File: src/rtl/board_io_ctrl_if.sv
// Board-facing signal bundle for board_io_ctrl: raw pads in, debounced levels and reset controls out.
// The master side drives the pads; the slave side is the controller.
interface board_io_ctrl_if #(
    parameter int NUM_IN = 10
);
    logic              pad_reset_n_i;
    logic              clk_locked_i;
    logic [NUM_IN-1:0] btn_i;
    logic [NUM_IN-1:0] btn_db_o;
    logic [NUM_IN-1:0] btn_rise_o;
    logic              soc_rst_no;
    logic              sd_pwr_no;
    logic [1:0]        state_o;

    modport master (
        output pad_reset_n_i,
        output clk_locked_i,
        output btn_i,
        input  btn_db_o,
        input  btn_rise_o,
        input  soc_rst_no,
        input  sd_pwr_no,
        input  state_o
    );

    modport slave (
        input  pad_reset_n_i,
        input  clk_locked_i,
        input  btn_i,
        output btn_db_o,
        output btn_rise_o,
        output soc_rst_no,
        output sd_pwr_no,
        output state_o
    );
endinterface

File: src/rtl/board_io_ctrl.sv
// Board I/O controller: synchronizes and debounces buttons, and sequences SD power and SoC reset
// release from the board reset button and the clock-generator lock.
module board_io_ctrl #(
    parameter int NUM_IN          = 10,
    parameter int DEBOUNCE_CYCLES = 20000,
    parameter int RST_HOLD_CYCLES = 16,
    parameter int SD_PWR_DELAY    = 1000
) (
    input  logic            clk_i,
    input  logic            rst_i,
    board_io_ctrl_if.slave  io
);

    localparam int DB_W   = $clog2(DEBOUNCE_CYCLES);
    localparam int HOLD_W = $clog2(RST_HOLD_CYCLES);
    localparam int DLY_W  = $clog2(SD_PWR_DELAY);

    localparam logic [DB_W-1:0]   DB_LAST   = DB_W'(DEBOUNCE_CYCLES - 1);
    localparam logic [HOLD_W-1:0] HOLD_LAST = HOLD_W'(RST_HOLD_CYCLES - 1);
    localparam logic [DLY_W-1:0]  DLY_LAST  = DLY_W'(SD_PWR_DELAY - 1);

    typedef enum logic [1:0] {
        ST_HOLD   = 2'd0,
        ST_SD_PWR = 2'd1,
        ST_RUN    = 2'd2
    } state_t;

    logic [NUM_IN-1:0] r_btn_meta;
    logic [NUM_IN-1:0] r_btn_sync;
    logic              r_pad_meta;
    logic              r_pad_sync;
    logic              r_lock_meta;
    logic              r_lock_sync;

    logic [DB_W-1:0]   r_db_cnt [NUM_IN];
    logic [NUM_IN-1:0] r_db;
    logic [NUM_IN-1:0] r_rise;

    state_t            r_state;
    logic [HOLD_W-1:0] r_hold_cnt;
    logic [DLY_W-1:0]  r_dly_cnt;
    logic              r_soc_rst_n;
    logic              r_sd_pwr_n;

    logic              w_ok;

    // Synchronizers clear to 0 so the pad reset reads as asserted straight out of reset.
    always_ff @(posedge clk_i) begin
        if (rst_i) begin
            r_btn_meta  <= '0;
            r_btn_sync  <= '0;
            r_pad_meta  <= 1'b0;
            r_pad_sync  <= 1'b0;
            r_lock_meta <= 1'b0;
            r_lock_sync <= 1'b0;
        end else begin
            r_btn_meta  <= io.btn_i;
            r_btn_sync  <= r_btn_meta;
            r_pad_meta  <= io.pad_reset_n_i;
            r_pad_sync  <= r_pad_meta;
            r_lock_meta <= io.clk_locked_i;
            r_lock_sync <= r_lock_meta;
        end
    end

    // Per-channel debounce; the rise pulse is raised on the same edge that accepts a new 1.
    always_ff @(posedge clk_i) begin
        if (rst_i) begin
            r_db   <= '0;
            r_rise <= '0;
            for (int i = 0; i < NUM_IN; i++) begin
                r_db_cnt[i] <= '0;
            end
        end else begin
            for (int i = 0; i < NUM_IN; i++) begin
                r_rise[i] <= 1'b0;
                if (r_btn_sync[i] == r_db[i]) begin
                    r_db_cnt[i] <= '0;
                end else if (r_db_cnt[i] == DB_LAST) begin
                    r_db[i]     <= r_btn_sync[i];
                    r_db_cnt[i] <= '0;
                    r_rise[i]   <= r_btn_sync[i];
                end else begin
                    r_db_cnt[i] <= r_db_cnt[i] + DB_W'(1);
                end
            end
        end
    end

    assign w_ok = r_pad_sync & r_lock_sync;

    // Reset sequencer; SD power is sticky-on until rst_i, while SoC reset follows RUN exactly.
    always_ff @(posedge clk_i) begin
        if (rst_i) begin
            r_state     <= ST_HOLD;
            r_hold_cnt  <= '0;
            r_dly_cnt   <= '0;
            r_soc_rst_n <= 1'b0;
            r_sd_pwr_n  <= 1'b1;
        end else begin
            case (r_state)
                ST_HOLD: begin
                    r_soc_rst_n <= 1'b0;
                    if (!w_ok) begin
                        r_hold_cnt <= '0;
                    end else if (r_hold_cnt == HOLD_LAST) begin
                        r_state    <= ST_SD_PWR;
                        r_hold_cnt <= '0;
                        r_dly_cnt  <= '0;
                        r_sd_pwr_n <= 1'b0;
                    end else begin
                        r_hold_cnt <= r_hold_cnt + HOLD_W'(1);
                    end
                end
                ST_SD_PWR: begin
                    r_sd_pwr_n <= 1'b0;
                    if (!w_ok) begin
                        r_state    <= ST_HOLD;
                        r_hold_cnt <= '0;
                        r_dly_cnt  <= '0;
                    end else if (r_dly_cnt == DLY_LAST) begin
                        r_state     <= ST_RUN;
                        r_dly_cnt   <= '0;
                        r_soc_rst_n <= 1'b1;
                    end else begin
                        r_dly_cnt <= r_dly_cnt + DLY_W'(1);
                    end
                end
                ST_RUN: begin
                    if (!w_ok) begin
                        r_state     <= ST_HOLD;
                        r_hold_cnt  <= '0;
                        r_dly_cnt   <= '0;
                        r_soc_rst_n <= 1'b0;
                    end else begin
                        r_soc_rst_n <= 1'b1;
                    end
                end
                default: begin
                    r_state     <= ST_HOLD;
                    r_hold_cnt  <= '0;
                    r_dly_cnt   <= '0;
                    r_soc_rst_n <= 1'b0;
                end
            endcase
        end
    end

    assign io.btn_db_o   = r_db;
    assign io.btn_rise_o = r_rise;
    assign io.soc_rst_no = r_soc_rst_n;
    assign io.sd_pwr_no  = r_sd_pwr_n;
    assign io.state_o    = r_state;

endmodule

File: src/flat_wrapper.sv
// flat-port wrapper written by rule: the top's interface ports become plain ports
module board_io_ctrl_flat 
#(
    parameter int NUM_IN          = 10,
    parameter int DEBOUNCE_CYCLES = 20000,
    parameter int RST_HOLD_CYCLES = 16,
    parameter int SD_PWR_DELAY    = 1000
)
  (clk_i, rst_i, io_pad_reset_n_i, io_clk_locked_i, io_btn_i, io_btn_db_o, io_btn_rise_o, io_soc_rst_no, io_sd_pwr_no, io_state_o);
  board_io_ctrl_if #(.NUM_IN(NUM_IN)) io_i ();
  input  logic clk_i;
  input  logic rst_i;
  input wire logic [$bits(io_i.pad_reset_n_i)-1:0] io_pad_reset_n_i;
  input wire logic [$bits(io_i.clk_locked_i)-1:0] io_clk_locked_i;
  input wire logic [$bits(io_i.btn_i)-1:0] io_btn_i;
  output wire logic [$bits(io_i.btn_db_o)-1:0] io_btn_db_o;
  output wire logic [$bits(io_i.btn_rise_o)-1:0] io_btn_rise_o;
  output wire logic [$bits(io_i.soc_rst_no)-1:0] io_soc_rst_no;
  output wire logic [$bits(io_i.sd_pwr_no)-1:0] io_sd_pwr_no;
  output wire logic [$bits(io_i.state_o)-1:0] io_state_o;
  assign io_i.pad_reset_n_i = io_pad_reset_n_i;
  assign io_i.clk_locked_i = io_clk_locked_i;
  assign io_i.btn_i = io_btn_i;
  assign io_btn_db_o = io_i.btn_db_o;
  assign io_btn_rise_o = io_i.btn_rise_o;
  assign io_soc_rst_no = io_i.soc_rst_no;
  assign io_sd_pwr_no = io_i.sd_pwr_no;
  assign io_state_o = io_i.state_o;
  board_io_ctrl #(.NUM_IN(NUM_IN), .DEBOUNCE_CYCLES(DEBOUNCE_CYCLES), .RST_HOLD_CYCLES(RST_HOLD_CYCLES), .SD_PWR_DELAY(SD_PWR_DELAY)) u_core (.clk_i(clk_i), .rst_i(rst_i), .io(io_i));
endmodule
File: config.mk
export PLATFORM = sky130hd
export DESIGN_NAME = board_io_ctrl_flat
export DESIGN_NICKNAME = d
export VERILOG_FILES = /design/src/rtl/board_io_ctrl_if.sv /design/src/rtl/board_io_ctrl.sv /design/src/flat_wrapper.sv
export SDC_FILE = /design/constraint.sdc
export NUM_CORES = 1
export LEC_CHECK = 0
export CORE_MARGIN = 5
export CORE_UTILIZATION = 55
export DETAILED_ROUTE_END_ITERATION = 10
export GPL_ROUTABILITY_DRIVEN = 0
export MAX_ROUTING_LAYER = met4
export PLACE_DENSITY = 0.73
export SETUP_SLACK_MARGIN = 0.3
export SYNTH_ARGS = -nofsm -noshare
export SYNTH_HDL_FRONTEND = slang
export SYNTH_SLANG_ARGS = --single-unit
File: constraint.sdc
create_clock -name clk_i -period 4.4 [get_ports clk_i]
set_input_delay 1.32 -clock clk_i [delete_from_list [all_inputs] [get_ports clk_i]]
set_output_delay 1.32 -clock clk_i [all_outputs]
set_load 0.1 [all_outputs]
# After elaboration in Yosys (flattened, before gate mapping)
# Memories as Yosys holds them, arrays and structs flattened.
# Cells that the tools add are included.
# totals
register_bits,62
mem_bits_rw,150
inputBits,14
word_cells,318
memories,1
# memory_table
memory,words,word_bits,read_ports,rd_ports_with_merged_regs,write_ports,line_no,source
u_core.r_db_cnt,10,15,10,0,10,board_io_ctrl.sv:35,logic [DB_W-1:0] r_db_cnt [NUM_IN];
# classes
add_sub_neg,12
n_eq_ne,31
mux,165
bitwise_logic,51
reduce_logical,27
# ops
operator,n
$mux 15,30
$add 15x1->15 const B,10
$eq 15x15->1 const B,10
$mux 1,117
$mux 10,5
$or 1x1->1,30
$pmux 10 s3,1
$reduce_or 3->1,10
$reduce_and 2->1,11
$not 1->1,20
$mux 4,3
$add 10x1->10 const B,1
$eq 1x1->1,10
$eq 10x10->1 const B,1
$mux 2,5
$ne 2x1->1 const B,4
$pmux 4 s2,1
$pmux 2 s3,1
$reduce_and 3->1,2
$add 4x1->4 const B,1
$eq 4x4->1 const B,1
$ne 2x2->1 const B,2
$pmux 1 s2,2
$reduce_and 4->1,1
7 further kinds,7

# Logic depth before layout (Yosys ltp)
# logic_depth
depth_word,7
mapped_depth,8
ltp_nobuf,6

# Worst setup path after synthesis
# Ideal clock, no wire load.
# synth_timing
path_type,reg-to-reg
startpoint,"register u_core.r_state[0], in the netlist u_core.io.state_o[0]"
endpoint,"register u_core.r_state[0], in the netlist u_core.io.state_o[0]"
setup_ps,87
arrival_time_ps,2660
slack_ps,1653
path_stages_with_launch,8
synth_period_minus_slack_ps,2747
path_cell_list,dfxtp_1 inv_1 ha_1 and3_1 a211o_1 clkbuf_1 or4b_2 o31ai_1
# synth_via
elab_chain_len,3
elab_cells_between_ends,9
classes_between,eq/ne (6); mux (1); reduce/logical (2)
# synth_rtl
element,line_no,source
from (decl),board_io_ctrl.sv:39,state_t r_state;
from (signal assigned),board_io_ctrl.sv:95,r_state <= ST_HOLD;
from (signal assigned),board_io_ctrl.sv:107,r_state <= ST_SD_PWR;
from (signal assigned),board_io_ctrl.sv:118,r_state <= ST_HOLD;
$eq 2x1->1 (tied with other cells),board_io_ctrl.sv:101,case (r_state)
$ne 3x3->1 (no source line) (tied with other cells),--,
$reduce_and 4->1 (no source line),--,
# Parallel ways exist; a longest one is shown, timed or not.
# A chain may end at the register's enable or synchronous reset.

# Worst setup path in the final report
# layout_timing
startpoint,"register u_core.r_state[1], in the netlist u_core.io.state_o[1]"
endpoint,output port io_state_o[1]
# layout_lines
element,line_no,source
to (decl),flat_wrapper.sv:20,output wire logic [$bits(io_i.state_o)-1:0] io_state_o;
# No word-level cell between the ends.

==> impl_metrics.json <==
{
  "slew_headroom_pct": 33.5,
  "whs_path_depth": 1,
  "synth_cell_type_count": 53,
  "fin_crit_sh_pct": 77.3,
  "first_pass_iters": 5,
  "cp_data_required_time_ns": 3.08,
  "nFillCells": 1494,
  "area_growth_pct": 17.4,
  "cts_tree": "done",
  "n_antenna_cell": 0,
  "via_per_inst": 5.19,
  "core-area_sq_mm": 0.0187,
  "multiInputGateArea_sq_mm": 0.00505,
  "drv_cap": 0,
  "async_flop_share_pct": 0,
  "num_rows": 50,
  "crit_fanout": 4,
  "cts_root_buf": "clkbuf_16",
  "synth_common_cells": "165 x nor2_1, 150 x edfxtp_1, 76 x xnor2_1",
  "slowest_stage": "clkdlybuf4s50_1",
  "antenna_found_initial": 0,
  "die_w_um": 148,
  "post_cts_buffers": 0,
  "drtIter0Drc": 380,
  "die-area_sq_mm": 0.0219,
  "utilization_pct": 65.6,
  "status": "finished clean",
  "dpl.hpwl_um": 12800,
  "slew_viol_final": 0,
  "finalSetupTns_ns": 0,
  "grt_first_pass_wirelength_um": 31600,
  "cts_buffers": 23,
  "dp.cells": 1393,
  "wl_per_cell_um": 12.7,
  "hold_path_class": "reg2reg",
  "drc": 0,
  "synth-seq-area-share_pct": 55.0,
  "clkLatencyLatePin_ns": 0.51,
  "synth_top_area_cell": "edfxtp_1",
  "path_buf_inv": 1,
  "clkSlewWorstSetupHoldPaths_ns": 0.06,
  "synth_most_common_cell": "nor2_1",
  "ys_ff_latch": 212,
  "synthTopCellsByArea": "edfxtp_1 43%, dfxtp_1 12%, xnor2_1 6.4%, nor2_1 5.9%, xor2_1 4.4%",
  "cp_cell_sequence": "clkdlybuf4s50_1",
  "wl_um": 18200,
  "worst_slew_pin_slew_ns": 0.995,
  "grt-ovfl-total": 0,
  "layout_min_cycle_time_ns": 3.40,
  "cts_max_path_buffers": 3,
  "ir_drop_mv": 0.273,
  "seqCellArea_sq_mm": 0.00575,
  "synthesis.instances": 1000,
  "synth_edf_count": 150,
  "start_util_pct": 55.9,
  "htreeDepth": 1,
  "io_pins": 38,
  "ant_nets": 0,
  "yosysWarnings": 0,
  "cp_top_family": "buffers and inverters",
  "cts-resized-gates": 0,
  "rsz0062_at_grt": "false",
  "cts_hold_buf": 0,
  "worstSetupPathType": "reg2out",
  "stdcell_count": 1435,
  "p_per_area_mw_per_mm2": 344,
  "die_h_um": 148,
  "grt_pass1_vias": 7043,
  "fin_nets": 1213,
  "grt_usage_pct": 17.4,
  "p_total_mw": 4.22,
  "dominantRegCellSynth": "edfxtp_1",
  "synth_area_sq_mm": 0.0104,
  "start_kind": "flop",
  "setup_viol": 0,
  "cp.arrival_ns": 2.08,
  "end_kind": "primary output",
  "leakagePower_nw": 4.26,
  "num_vias": 7452,
  "fmax_mhz": 294,
  "syn_avg_cell_area_sq_um": 10.4,
  "fin_skew_ns": 0.0122,
  "synth_top_area_share_pct": 43.1,
  "io_buffers": 37,
  "cts_sinks": 212,
  "cpPeakStageDelay_ns": 1.18,
  "reg2reg_depth": 4,
  "grt_max_degree": 37,
  "cp.depth": 1,
  "hold_violations": 0,
  "drive_gt1_share_pct": 3.66
}
## layout make-up
class / count / share of cell area (%)
Clock inverter: 6 / 0.255
Tap cell: 234 / 2.39
Inverter: 25 / 0.765
Sequential cell: 212 / 46.8
Clock buffer: 36 / 5.50
Multi-Input combinational cell: 883 / 41.2
Timing Repair Buffer: 39 / 3.10
## flip-flops by register name, summed over array words and instances, names as in the netlist
signal / count
u_core.io.btn_db_o: 10
u_core.io.state_o: 2
u_core.io.sd_pwr_no: 1
u_core.r_db_cnt: 150
u_core.r_dly_cnt: 10
u_core.io.btn_rise_o: 10
u_core.r_pad_meta: 1
u_core.io.soc_rst_no: 1
u_core.r_lock_sync: 1
u_core.r_btn_sync: 10
u_core.r_hold_cnt: 4
u_core.r_btn_meta: 10
u_core.r_pad_sync: 1
u_core.r_lock_meta: 1
## per-stage QoR
stage	instance area (sq um)	setup WS [ns]	hold slack, ns
3_3_place_gp	11600	1.39	0.417
5_1_grt	12300	0.932	0.459
6_report	12300	0.997	0.435
2_1_floorplan	11000	1.65	0.414
3_5_place_dp	11600	1.27	0.421
4_1_cts	12300	0.959	0.436
## cells in the final DEF, fill, tap and decap left out, types with 3 or more instances in the layout
cell,count
nor2b_1,25
clkdlybuf4s50_1,36
or3_1,13
clkbuf_1,8
nand4_1,46
conb_1,150
xnor2_1,76
nor4bb_1,5
nor2_1,165
a211oi_1,3
ha_1,15
and3_1,13
nor4_1,24
xor2_1,53
and4_1,18
nand3_1,57
a21oi_1,27
or4b_2,3
nand2_1,59
clkinv_2,3
and2_1,8
clkbuf_16,23
edfxtp_1,150
nand2b_1,11
clkbuf_8,5
or4_1,10
nor3_1,36
mux2i_1,8
nor4b_1,15
o21ai_0,13
inv_1,25
dfxtp_1,62
o31ai_1,8
## cell families (layout without fill, tap and decap cells)
logic type | after synthesis | count (layout) | share of synthesized area, %
xor+xnor | 129 | 129 | 10.8
compound gates | 61 | 61 | 3.47
mux | 9 | 9 | 0.874
other cells | 1 | 150 | 0.0359
buf+inv | 54 | 106 | 2.01
simple gates | 519 | 519 | 26.0
fa+ha+maj | 15 | 15 | 1.80
flops | 212 | 212 | 55.0
## power by group
group,switching [mW],internal (mW)
Clock,0.729,1.05
Sequential,0.0725,2.21
Combinational,0.0896,0.0688
## routing by layer
metal	track usage (%)	vias up	part of all wire (%)	routed length, um
li1	-	3837	-	-
met4	4.62	0	2.0	357
met5	-	-	0	0
met3	2.42	33	3.8	693
met1	23.2	3452	47	8520
met2	28.4	130	48	8670
## final timing paths
check                                  startpoint                                    to  slack, ns
min reg2reg       u_core.r_btn_meta[2]$_SDFF_PP0_       u_core.r_btn_sync[2]$_SDFF_PP0_       0.44
min               u_core.r_btn_meta[2]$_SDFF_PP0_       u_core.r_btn_sync[2]$_SDFF_PP0_       0.44
max reg2reg  u_core.r_db_cnt[0][81]$_SDFFCE_PN0P_  u_core.r_db_cnt[0][86]$_SDFFCE_PN0P_       1.93
max             u_core.io.state_o[1]$_SDFFE_PP0P_                         io_state_o[1]        1.0
Note: power is estimated with default switching activity, not from simulation.
